==> config.mk <==
export PLATFORM = sky130hd
export DESIGN_NAME = sa_row_collector
export DESIGN_NICKNAME = d
export VERILOG_FILES = /design/src/rtl/sa_row_collector.sv
export SDC_FILE = /design/constraint.sdc
export NUM_CORES = 1
export LEC_CHECK = 0
export ABC_AREA = 1
export CAP_MARGIN = 10
export CORE_UTILIZATION = 40
export CTS_CLUSTER_DIAMETER = 40
export DETAILED_ROUTE_END_ITERATION = 10
export SYNTH_ARGS = -nofsm -noshare
export SYNTH_HDL_FRONTEND = slang
export SYNTH_SLANG_ARGS = --single-unit
export TNS_END_PERCENT = 1
==> constraint.sdc <==
create_clock -name clk -period 6.1 [get_ports clk]
set_input_delay 1.22 -clock clk [delete_from_list [all_inputs] [get_ports clk]]
set_output_delay 1.22 -clock clk [all_outputs]
set_load 0.02 [all_outputs]
==> src/rtl/sa_row_collector.sv <==
// Output de-skew for the systolic array: re-aligns staircased result lanes into
// full rows, buffers them in a FIFO and stalls the array while the buffer is full.
module sa_row_collector #(
    parameter int LANES      = 4,
    parameter int DAT_WIDTH  = 16,
    parameter int FIFO_DEPTH = 8
) (
    input  logic                                  clk,
    input  logic                                  rst,
    input  logic [LANES-1:0]                      i_lane_vld,
    input  logic [LANES*DAT_WIDTH-1:0]            i_lane_dat,
    output logic                                  o_en,
    output logic                                  o_row_vld,
    output logic [LANES*DAT_WIDTH-1:0]            o_row_dat,
    input  logic                                  i_row_rdy,
    output logic [$clog2(FIFO_DEPTH+1)-1:0]       o_level,
    output logic                                  o_err
);

    localparam int PTR_W = $clog2(FIFO_DEPTH);
    localparam int LVL_W = $clog2(FIFO_DEPTH+1);
    localparam int ROW_W = LANES*DAT_WIDTH;

    logic [LANES-1:0] al_vld;
    logic [ROW_W-1:0] al_dat;

    // Lane k is delayed LANES-1-k enabled cycles; bit 0 of each shift register is the newest entry.
    for (genvar k = 0; k < LANES-1; k++) begin : g_lane
        localparam int DEPTH = LANES-1-k;

        logic [DEPTH-1:0]                vld_sr;
        logic [DEPTH-1:0][DAT_WIDTH-1:0] dat_sr;

        always_ff @(posedge clk) begin
            if (rst) begin
                vld_sr <= '0;
            end else if (o_en) begin
                vld_sr <= DEPTH'({vld_sr, i_lane_vld[k]});
            end
        end

        always_ff @(posedge clk) begin
            if (o_en) begin
                dat_sr <= (DEPTH*DAT_WIDTH)'({dat_sr, i_lane_dat[k*DAT_WIDTH +: DAT_WIDTH]});
            end
        end

        assign al_vld[k]                          = vld_sr[DEPTH-1];
        assign al_dat[k*DAT_WIDTH +: DAT_WIDTH]   = dat_sr[DEPTH-1];
    end

    assign al_vld[LANES-1]                                  = i_lane_vld[LANES-1];
    assign al_dat[(LANES-1)*DAT_WIDTH +: DAT_WIDTH]         = i_lane_dat[(LANES-1)*DAT_WIDTH +: DAT_WIDTH];

    logic [ROW_W-1:0] mem [FIFO_DEPTH];
    logic [PTR_W-1:0] wr_ptr;
    logic [PTR_W-1:0] rd_ptr;
    logic [LVL_W-1:0] level;
    logic             err;
    logic             push;
    logic             pop;
    logic             partial;

    always_comb begin
        o_en    = (level != LVL_W'(FIFO_DEPTH));
        push    = o_en && (&al_vld);
        partial = o_en && (|al_vld) && !(&al_vld);
        pop     = (level != '0) && i_row_rdy;
    end

    always_ff @(posedge clk) begin
        if (rst) begin
            wr_ptr <= '0;
            rd_ptr <= '0;
            level  <= '0;
            err    <= 1'b0;
        end else begin
            if (push) begin
                wr_ptr <= wr_ptr + PTR_W'(1);
            end
            if (pop) begin
                rd_ptr <= rd_ptr + PTR_W'(1);
            end
            if (push && !pop) begin
                level <= level + LVL_W'(1);
            end else if (pop && !push) begin
                level <= level - LVL_W'(1);
            end
            if (partial) begin
                err <= 1'b1;
            end
        end
    end

    always_ff @(posedge clk) begin
        if (push) begin
            mem[wr_ptr] <= al_dat;
        end
    end

    assign o_row_vld = (level != '0);
    assign o_row_dat = mem[rd_ptr];
    assign o_level   = level;
    assign o_err     = err;

endmodule

==> run_results.csv, run 1 <==
group,metric,value,unit
status,status,"completed",
pwr,p_per_area,453,nW/µm²
timing,finalMaxSlewViolations,0,
synthesis,synth-xor-area-share,0.0722,%
synthesis,synth_top_area_share,75.3,%
grt,antenna_found_initial,2,
timing,rsz0062_at_grt,"no",
pwr,intPower,9.34,mW
worst_setup_path,crit_path_max_fanout,80,
route,wl_per_cell,18.4,µm
clock_network,cts_tree,"yes",
worst_setup_path,cp-endpoint,"o_row_dat[24]",
clock_network,cts_resized,0,
clock_network,hold_buffers,0,
finish,num-nets-final,2174,
clock_network,insertion_delay,620,ps
worst_setup_path,rrSetupSlack,3160,ps
synthesis,synth_top_family_by_area,"simple AND/OR/NAND/NOR gates",
clock_network,postCtsSetupBuffers,0,
grt,met3_usage,4.42,%
worst_setup_path,r2r-start,"o_level[0]$_SDFFE_PP0P_",
placement,pre_cts_slack,1740,ps
floorplan,die_area,61600,µm²
pwr,leakage,10.5,nW
clock_network,root_buffer,"clkbuf_16",
clock_network,cts_buffers,91,
synthesis,yosys.area_share.adder,0.340,%
floorplan,start_util,40.8,%
timing,tightestPinTransition,1110,ps
hold_path,hp-class,"reg2reg",
synthesis,synthCells,1930,
worst_setup_path,critical_path_class,"reg2out",
grt,use_met2,28.5,%
floorplan,die_h,248,µm
synthesis,synthTopCellsByCount,"edfxtp_1 (608), nor2_1 (546), nand2_1 (344)",
synthesis,synth_compound_area_share,5.67,%
timing,finalClockSkew,15.5,ps
finish,syn_to_final_growth,21.0,%
pwr,p_switching,3.95,mW
clock_network,path_clk_slew,50,ps
placement,io_buffers,141,
placement,finalWeightedCongestion,0.750,
synthesis,syn-num-nets,2007,
route,num_vias,14500,
synthesis,ys_seq_elements,628,
route,drt_iter0_markers,1022,
grt,gr-total-overflow,0,
route,avgViaCountPerCell,4.93,
synthesis,synth.avg_cell_area,12.6,µm²
route,route.detailed.drc,0,
pwr,worst_ir_drop_vdd,0.244,mV
worst_setup_path,arrival,3780,ps
synthesis,synth_warnings,0,
grt,grt_use_met1,23.9,%
floorplan,pin_count,142,
timing,fin_crit_sh,81.9,%
synthesis,synth_flop_cell,"edfxtp_1",
pwr,combPwrFrac,19.8,%
floorplan,die_x,248,µm
clock_network,clockBufferDepth,3,
worst_setup_path,rr_endpoint,"mem[0][4]$_DFFE_PP_",
synthesis,synth_area_leaders,"edfxtp_1 (75%), nor2_1 (8.4%), nand2_1 (5.3%)",
grt,busiest_layer,"met2",
synthesis,async_flop_share,0,%
route,ant_nets,0,
grt,grt_pass1_vias,14700,
timing,layout_min_cycle_time,5000,ps
synthesis,synth_top_cell_by_area,"edfxtp_1",
worst_setup_path,r2r_cells,7,
floorplan,core_area,59500,µm²
pwr,p_sw_share,29.7,%
placement,dp_hpwl,27600,µm
timing,relSlewSlack,26.0,%
pwr,seq_power_share,42.2,%
timing,layout_setup_ws,1100,ps
synthesis,synthSimpleGateAreaFrac,14.0,%
run,maxCapViolCount,0,
grt,grt_pass1_wl,83000,µm
timing,max_freq,200,MHz
synthesis,synth_cell_types,22,
worst_setup_path,worstPathRequired,4880,ps
worst_setup_path,end_kind,"output port",
synthesis,ys_seq_area_share,76.9,%
finish,drive_gt1_share,8.99,%
synthesis,netlist_area,24300,µm²
timing,setup_viol,0,
route,drtPass1Iterations,5,
route,wirelength,54000,µm
grt,grt.total_usage,17.9,%
timing,tns,0,ps
grt,grt_max_degree,137,
clock_network,clock_sink_count,628,
worst_setup_path,critPathLaunchType,"flop",
timing,finalHoldViolCount,0,
synthesis,synth-edff-count,608,
synthesis,synth_most_common_cell,"edfxtp_1",
synthesis,synthMuxAreaShare,0,%
clock_network,htreeDepth,3,
pwr,pwr-share-clk,38.0,%
floorplan,row_count,89,
==> cell usage in the layout, fill, tap and decap left out, types with 5 or more instances in the layout <==
cell type	netlist	layout
edfxtp_1	608	608
nor2_4	0	8
inv_6	0	13
nor2_1	546	538
clkbuf_16	0	95
bufinv_16	0	6
clkinv_1	0	8
clkinvlp_4	0	10
o21ai_1	25	25
inv_1	18	17
clkinv_4	0	11
clkbuf_1	10	12
buf_4	5	29
dfxtp_1	20	17
clkinv_2	0	10
nand3_1	7	6
clkdlybuf4s50_1	0	141
nand2_1	344	344
ha_1	5	5
o21ai_0	243	243
a21oi_1	7	7
==> flip-flops by register name, indices dropped and copies added (netlist names), named ones only <==
signal,count
g_lane.vld_sr,6
o_level,4
g_lane.dat_sr,64
o_err,1
rd_ptr,3
wr_ptr,3
mem,512
al_dat,32
==> how the worst min path moves through the flow <==
stage                              startpoint                        endpoint  slack (ps)  depth (start not counted)
3_3_place_gp    g_lane[0].dat_sr[4]$_DFFE_PP_  g_lane[0].dat_sr[20]$_DFFE_PP_         400                          0
5_1_grt         g_lane[0].dat_sr[8]$_DFFE_PP_  g_lane[0].dat_sr[24]$_DFFE_PP_         420                          0
6_report        g_lane[0].dat_sr[6]$_DFFE_PP_  g_lane[0].dat_sr[22]$_DFFE_PP_         410                          0
3_5_place_dp   g_lane[0].dat_sr[26]$_DFFE_PP_            al_dat[10]$_DFFE_PP_         400                          0
4_1_cts        g_lane[0].dat_sr[14]$_DFFE_PP_  g_lane[0].dat_sr[30]$_DFFE_PP_         410                          0
2_1_floorplan  g_lane[0].dat_sr[16]$_DFFE_PP_             al_dat[0]$_DFFE_PP_         400                          0
==> power by group through the flow <==
stage	combinational, mW	clock, mW	sequential [mW]
after floorplan	1.77	0	5.55
after global placement	2.63	0	5.69
after detailed placement	2.65	0	5.71
after CTS	2.67	5.14	5.62
after global routing	2.95	5.31	5.67
final	2.63	5.04	5.61
==> worst max-delay path, cell delays in order, from the launching register on <==
cell and delay (ps):
dfxtp_4 950, buf_4 810, nor2_1 130, nor2_1 130, o21ai_0 100, nand2_1 120, nand2_1 50, nand2_1 180
clkdlybuf4s50_1 650
==> layout make-up <==
cell class / count / area (µm²)
diodes: 1 / 2.50
clock buffers: 107 / 2420
clock inverters: 59 / 559
fillers: 5122 / 30100
inverters: 20 / 82.6
multi-input cells: 1182 / 4940
flip-flops and latches: 628 / 18700
well taps: 773 / 967
repair buffers: 174 / 1710
==> per-layer routing <==
layer	vias to the layer above	part of all wire (%)
met5	-	0.024
met4	2	1.8
met3	76	6.8
met2	391	47
met1	7027	45
li1	7018	-
==> logic make-up after synthesis <==
logic type,count (synthesis)
adder cells (fa/ha/maj),6
flip-flops,628
buffers and inverters,120
XOR/XNOR,2
AO/OA/AOI/OAI,275
AND/OR/NAND/NOR,899
==> stage by stage <==
| stage | std cells | util (%) | total power [mW] | cell area, µm² | hold slack (ps) |
|---|---|---|---|---|---|
| after CTS | 2943 | 49.4 | 13.4 | 29300 | 413 |
| after floorplan | 1930 | - | 7.32 | 24300 | 400 |
| after global placement | 2777 | 44.3 | 8.32 | 26400 | 401 |
| after global routing | 2944 | 49.4 | 13.9 | 29400 | 417 |
| final | 2944 | 49.4 | 13.3 | 29400 | 411 |
| after detailed placement | 2777 | 44.3 | 8.36 | 26400 | 405 |
Note: power is estimated with default switching activity, not from simulation.
==> run 2: changes to the inputs <==
==> constraint.sdc (replaced) <==
create_clock -name clk -period 4.6 [get_ports clk]
set_input_delay 0.92 -clock clk [delete_from_list [all_inputs] [get_ports clk]]
set_output_delay 0.92 -clock clk [all_outputs]
set_load 0.02 [all_outputs]
==> run_results.csv, run 2 (synthesized netlist as in run 1, its figures left out) <==
group,metric,value,unit
status,status,"completed",
timing,layout_setup_ws,471,ps
hold_path,holdPathEnd,"al_dat[26]$_DFFE_PP_",
run,maxCapViolCount,0,
placement,finalWeightedCongestion,0.769,
route,avgViaCountPerCell,4.92,
clock_network,cts_buffers,97,
worst_setup_path,arrival,3210,ps
worst_setup_path,cp_slowest_cell,"clkdlybuf4s50_1",
floorplan,row_count,89,
route,drt_iter0_markers,900,
worst_setup_path,path_cells,"inv_6 -> buf_4 -> o21ai_0 -> nand2_1 -> nand2_1 -> nand2_1 -> clkdlybuf4s50_1",
pwr,seq_power_share,40.4,%
floorplan,die_h,248,µm
route,drtPass1Iterations,5,
grt,grt_pass1_vias,14400,
finish,final_util,50.1,%
route,num_vias,14600,
grt,grt_max_degree,129,
finish,multi_input_area,4940,µm²
hold_path,worstHoldStart,"g_lane[1].dat_sr[10]$_DFFE_PP_",
finish,antenna_cells,0,
worst_setup_path,end_kind,"output port",
floorplan,pin_count,142,
timing,hold_ws,410,ps
finish,final_cell_mix,"edfxtp_1 (608), nor2_1 (538), nand2_1 (344)",
route,wl_per_cell,18.3,µm
clock_network,root_buffer,"clkbuf_16",
finish,fillerInstances,5134,
hold_path,hold-path-cell-count,0,
timing,relSlewSlack,30.3,%
grt,grt.total_usage,17.7,%
pwr,leakage,10.7,nW
clock_network,clock_sink_count,628,
clock_network,postCtsSetupBuffers,0,
placement,dp_hpwl,28300,µm
pwr,worst_ir_drop_vdd,0.328,mV
timing,max_freq,242,MHz
grt,grt_pass1_wl,82200,µm
worst_setup_path,rrSetupSlack,1770,ps
pwr,p_per_area,619,nW/µm²
hold_path,hp-class,"reg2reg",
route,ant_nets,0,
finish,drive_gt1_share,9.70,%
worst_setup_path,crit_path_frequent_cell,"nand2_1",
pwr,combPwrFrac,19.1,%
pwr,pwr-share-clk,40.5,%
timing,layout_min_cycle_time,4130,ps
clock_network,clockBufferDepth,3,
worst_setup_path,crit_path_max_fanout,94,
timing,tns,0,ps
timing,finalClockSkew,10.5,ps
placement,dp.cells,2776,
finish,final_cells,2958,
finish,final_common_cell,"edfxtp_1",
clock_network,cts_tree,"yes",
route,wirelength,54100,µm
worst_setup_path,rr_endpoint,"o_level[3]$_SDFFE_PP0P_",
clock_network,path_clk_slew,50,ps
clock_network,cts_resized,0,
worst_setup_path,worstPathRequired,3680,ps
floorplan,core_area,59500,µm²
finish,largest_reg_flops,512,
grt,antenna_found_initial,1,
timing,finalHoldViolCount,0,
worst_setup_path,critPathLaunchType,"flop",
placement,io_buffers,141,
finish,syn_to_final_growth,22.8,%
floorplan,die_area,61600,µm²
clock_network,insertion_delay,640,ps
worst_setup_path,critical_path_class,"reg2out",
finish,top_register,"mem",
floorplan,start_util,40.8,%
finish,ff_latch_area,18700,µm²
pwr,p_switching,5.47,mW
timing,finalMaxSlewViolations,0,
timing,fin_crit_sh,89.8,%
timing,tightestPinTransition,1050,ps
timing,setup_viol,0,
timing,rsz0062_at_grt,"no",
clock_network,htreeDepth,3,
finish,num-nets-final,2179,
floorplan,die_x,248,µm
worst_setup_path,max_stage_delay,630,ps
grt,gr-total-overflow,0,
placement,pre_cts_slack,993,ps
pwr,intPower,13.0,mW
pwr,p_sw_share,29.7,%
clock_network,hold_buffers,0,
worst_setup_path,r2r-start,"o_level[0]$_SDFFE_PP0P_",
route,route.detailed.drc,0,
worst_setup_path,r2r_cells,12,
-- run 2: cell count changes in the layout (fill, tap and decap cells not counted), sizes merged --
cell / before / now
inv: 34 / 35
clkinv: 29 / 35
clkbuf: 107 / 104
clkinvlp: 10 / 15
diode: 1 / 0
buf: 33 / 32
bufinv: 6 / 13
-- run 2: worst max-delay path: cells and delay by family, from the launching register on --
kind / cells / cell delay (ps)
buf+inv: 3 / 1570
flops: 1 / 480
simple gates: 3 / 270
compound gates: 1 / 150
-- run 2: how the worst max path moves through the flow --
| stage | from | endpoint | cells past startpoint |
|---|---|---|---|
| 6_report | flop | o_row_dat[31] | 7 |
| 5_1_grt | flop | o_row_dat[34] | 7 |
| 4_1_cts | flop | o_row_dat[7] | 8 |
| 3_5_place_dp | i_lane_vld[3] | mem[6][10]$_DFFE_PP_ | 8 |
| 3_3_place_gp | i_lane_vld[3] | mem[6][10]$_DFFE_PP_ | 8 |
| 2_1_floorplan | i_lane_vld[3] | mem[0][0]$_DFFE_PP_ | 6 |
-- run 2: cell type report --
class | instances | area share (%)
inverter | 20 | 0.277
multi-input combinational | 1182 | 16.6
sequential | 628 | 62.7
clock buffer | 104 | 8.27
clock inverter | 78 | 3.14
tap | 773 | 3.25
timing repair buffer | 173 | 5.80
-- run 2: power groups by stage --
stage	Combinational, mW	Sequential [mW]	Clock, mW
finish	3.53	7.44	7.46
detailed placement	3.56	7.57	0
global route	3.92	7.50	7.84
global placement	3.52	7.54	0
CTS	3.58	7.45	7.60
floorplan	2.35	7.36	0
-- run 2: metrics by stage --
| stage | power (mW) | cell area, µm² |
|---|---|---|
| floorplan | 9.70 | 24300 |
| global placement | 11.1 | 26400 |
| detailed placement | 11.1 | 26400 |
| CTS | 18.6 | 29800 |
| global route | 19.3 | 29800 |
| finish | 18.4 | 29800 |
-- run 2: per-layer routing --
| metal | vias to the layer above | share of wire, % | global-route usage [%] |
|---|---|---|---|
| li1 | 7041 | - | - |
| met1 | 7009 | 44 | 23.5 |
| met2 | 404 | 48 | 28.8 |
| met3 | 98 | 6.3 | 3.76 |
| met4 | 0 | 2.2 | 5.85 |
| met5 | - | 0 | 0 |
==> run 3: changes to the inputs <==
--- a/config.mk
+++ b/config.mk
@@ -5,8 +5,8 @@
 export SDC_FILE = /design/constraint.sdc
 export NUM_CORES = 1
 export LEC_CHECK = 0
-export ABC_AREA = 1
-export CAP_MARGIN = 10
+export ABC_AREA = 0
+export CAP_MARGIN = 20
 export CORE_UTILIZATION = 40
 export CTS_CLUSTER_DIAMETER = 40
 export DETAILED_ROUTE_END_ITERATION = 10
==> run_results.csv, run 3 <==
group,metric,value,unit
synthesis,synth_most_common_cell,"edfxtp_1",
finish,drive_gt1_share,30.7,%
synthesis,async_flop_share,0,%
timing,fin_crit_sh,87.9,%
timing,setup_viol,0,
placement,pre_cts_slack,801,ps
floorplan,die_x,242,µm
finish,final_cells,1983,
placement,dp.cells,1820,
finish,largest_reg_flops,512,
worst_setup_path,rr_endpoint,"o_level[3]$_SDFFE_PP0P_",
synthesis,synth.avg_cell_area,24.5,µm²
placement,io_buffers,141,
floorplan,row_count,87,
pwr,p_total,16.8,mW
clock_network,hold_buffers,0,
timing,rsz0062_at_grt,"no",
placement,dp_hpwl,21900,µm
worst_setup_path,rrSetupSlack,1170,ps
worst_setup_path,worstPathRequired,3680,ps
timing,layout_min_cycle_time,4050,ps
route,num_vias,10000,
hold_path,hold-path-cell-count,0,
worst_setup_path,critPathLaunchType,"flop",
grt,grt_max_degree,65,
pwr,leakage,9.01,nW
synthesis,syn-num-nets,1016,
clock_network,htreeDepth,3,
timing,relSlewSlack,36.6,%
route,avgViaCountPerCell,5.05,
synthesis,synthTopCellsByCount,"edfxtp_1 (608), mux4_2 (128), mux2_2 (65)",
worst_setup_path,end_kind,"output port",
route,route.detailed.drc,0,
floorplan,core_area,56600,µm²
clock_network,cts_buffers,88,
timing,max_freq,247,MHz
grt,grt_pass1_vias,10900,
route,drtPass1Iterations,4,
finish,num-nets-final,1231,
synthesis,synth_area_leaders,"edfxtp_1 (79%), mux4_2 (13%), mux2_2 (3.2%)",
pwr,worst_ir_drop_vdd,0.292,mV
grt,grt_pass1_wl,66500,µm
timing,finalHoldViolCount,0,
timing,tightestPinTransition,951,ps
worst_setup_path,arrival,3130,ps
placement,placed_area,25500,µm²
synthesis,synth_top_area_share,79.4,%
finish,fillerInstances,4479,
synthesis,netlist_area,23000,µm²
synthesis,synth_flop_cell,"edfxtp_1",
grt,antenna_found_initial,0,
clock_network,cts_resized,0,
clock_network,insertion_delay,620,ps
route,ant_nets,0,
grt,grt.total_usage,15.1,%
worst_setup_path,r2r-start,"o_level[0]$_SDFFE_PP0P_",
finish,final_cell_mix,"edfxtp_1 (608), clkdlybuf4s50_1 (141), mux4_2 (128)",
floorplan,pin_count,142,
finish,syn_to_final_growth,24.2,%
timing,finalMaxSlewViolations,0,
floorplan,die_h,242,µm
run,maxCapViolCount,0,
clock_network,clockBufferDepth,3,
clock_network,postCtsSetupBuffers,0,
worst_setup_path,r2r_cells,11,
timing,layout_setup_ws,555,ps
clock_network,path_clk_slew,50,ps
finish,ff_latch_area,18700,µm²
route,wirelength,43100,µm
pwr,p_per_area,588,nW/µm²
finish,multi_input_area,4160,µm²
route,wl_per_cell,21.7,µm
worst_setup_path,crit_path_max_fanout,37,
status,status,"completed",
timing,finalClockSkew,13.5,ps
synthesis,ys_seq_area_share,81.1,%
finish,final_common_cell,"edfxtp_1",
clock_network,root_buffer,"clkbuf_16",
synthesis,synth_warnings,0,
hold_path,worstHoldStart,"g_lane[0].dat_sr[25]$_DFFE_PP_",
route,drt_iter0_markers,578,
timing,hold_ws,408,ps
grt,gr-total-overflow,0,
hold_path,holdPathEnd,"al_dat[9]$_DFFE_PP_",
synthesis,synth_cell_types,31,
synthesis,synth-edff-count,608,
worst_setup_path,critical_path_class,"reg2out",
placement,finalWeightedCongestion,0.707,
synthesis,ys_seq_elements,628,
floorplan,start_util,40.6,%
finish,final_area,28600,µm²
synthesis,synth_top_cell_by_area,"edfxtp_1",
floorplan,die_area,58400,µm²
finish,top_register,"mem",
synthesis,synthCells,939,
hold_path,hp-class,"reg2reg",
clock_network,cts_tree,"yes",
clock_network,clock_sink_count,628,
run 3: cell types whose count changed after synthesis, moves of 25 or more:
cell / delta
buf_2: -36
o21ai_0: -243
mux2_2: +65
nand2_1: -325
o21ai_1: -25
mux4_2: +128
nor2_1: -531
run 3: per-layer routing:
metal	GRT usage (%)	vias up	routed length, µm
met1	21.0	5294	19300
met5	0	-	0
li1	-	4439	-
met2	23.7	217	20900
met4	5.17	0	736
met3	3.33	55	2100
run 3: worst max-delay path by stage:
stage | startpoint | to | slack, ps | cells past startpoint
CTS | flop | o_row_dat[19] | 480 | 4
floorplan | o_level[0]$_SDFFE_PP0P_ | mem[1][0]$_DFFE_PP_ | -320 | 4
global route | flop | o_row_dat[19] | 420 | 4
detailed placement | i_lane_vld[3] | mem[4][22]$_DFFE_PP_ | 800 | 7
global placement | i_lane_vld[3] | mem[4][26]$_DFFE_PP_ | 860 | 7
finish | flop | o_row_dat[19] | 550 | 4
run 3: stage by stage:
step	utilization, %	setup TNS, ps
2_1_floorplan	-	-60720
3_3_place_gp	45.1	0
3_5_place_dp	45.1	0
4_1_cts	50.4	0
5_1_grt	50.4	0
6_report	50.4	0
run 3: critical path, cell delays in order (launching register included):
cell             delay, ps
dfxtp_4                750
buf_4                  450
mux4_2                 350
mux2_2                 330
clkdlybuf4s50_1        570
run 3: cells by family (layout without fill, tap and decap cells):
logic type	count (synthesis)	count (layout)	share of synthesized area [%]
adders and majority gates	6	6	0.359
buffers and inverters	41	328	1.11
muxes	194	194	15.8
other	0	1	0
AOI/OAI and AO/OA	13	13	0.305
DFF	628	628	81.1
and+or+nand+nor	51	51	1.09
xor gates and xnor gates	6	6	0.229
run 3: layout make-up:
| class | count | area share, % |
|---|---|---|
| flip-flops and latches | 628 | 65.4 |
| multi-input cells | 270 | 14.6 |
| clock buffers | 96 | 7.93 |
| repair buffers | 163 | 6.13 |
| well taps | 756 | 3.31 |
| clock inverters | 66 | 2.61 |
| inverters | 3 | 0.0570 |
| diodes | 1 | 0.00876 |
run 3: report_power, final:
group | internal [mW] | total (mW) | leakage (nW) | switching (mW)
combinational | 1.33 | 2.43 | 1.79 | 1.10
sequential | 7.13 | 7.60 | 5.77 | 0.473
clock | 4.20 | 6.74 | 1.45 | 2.55
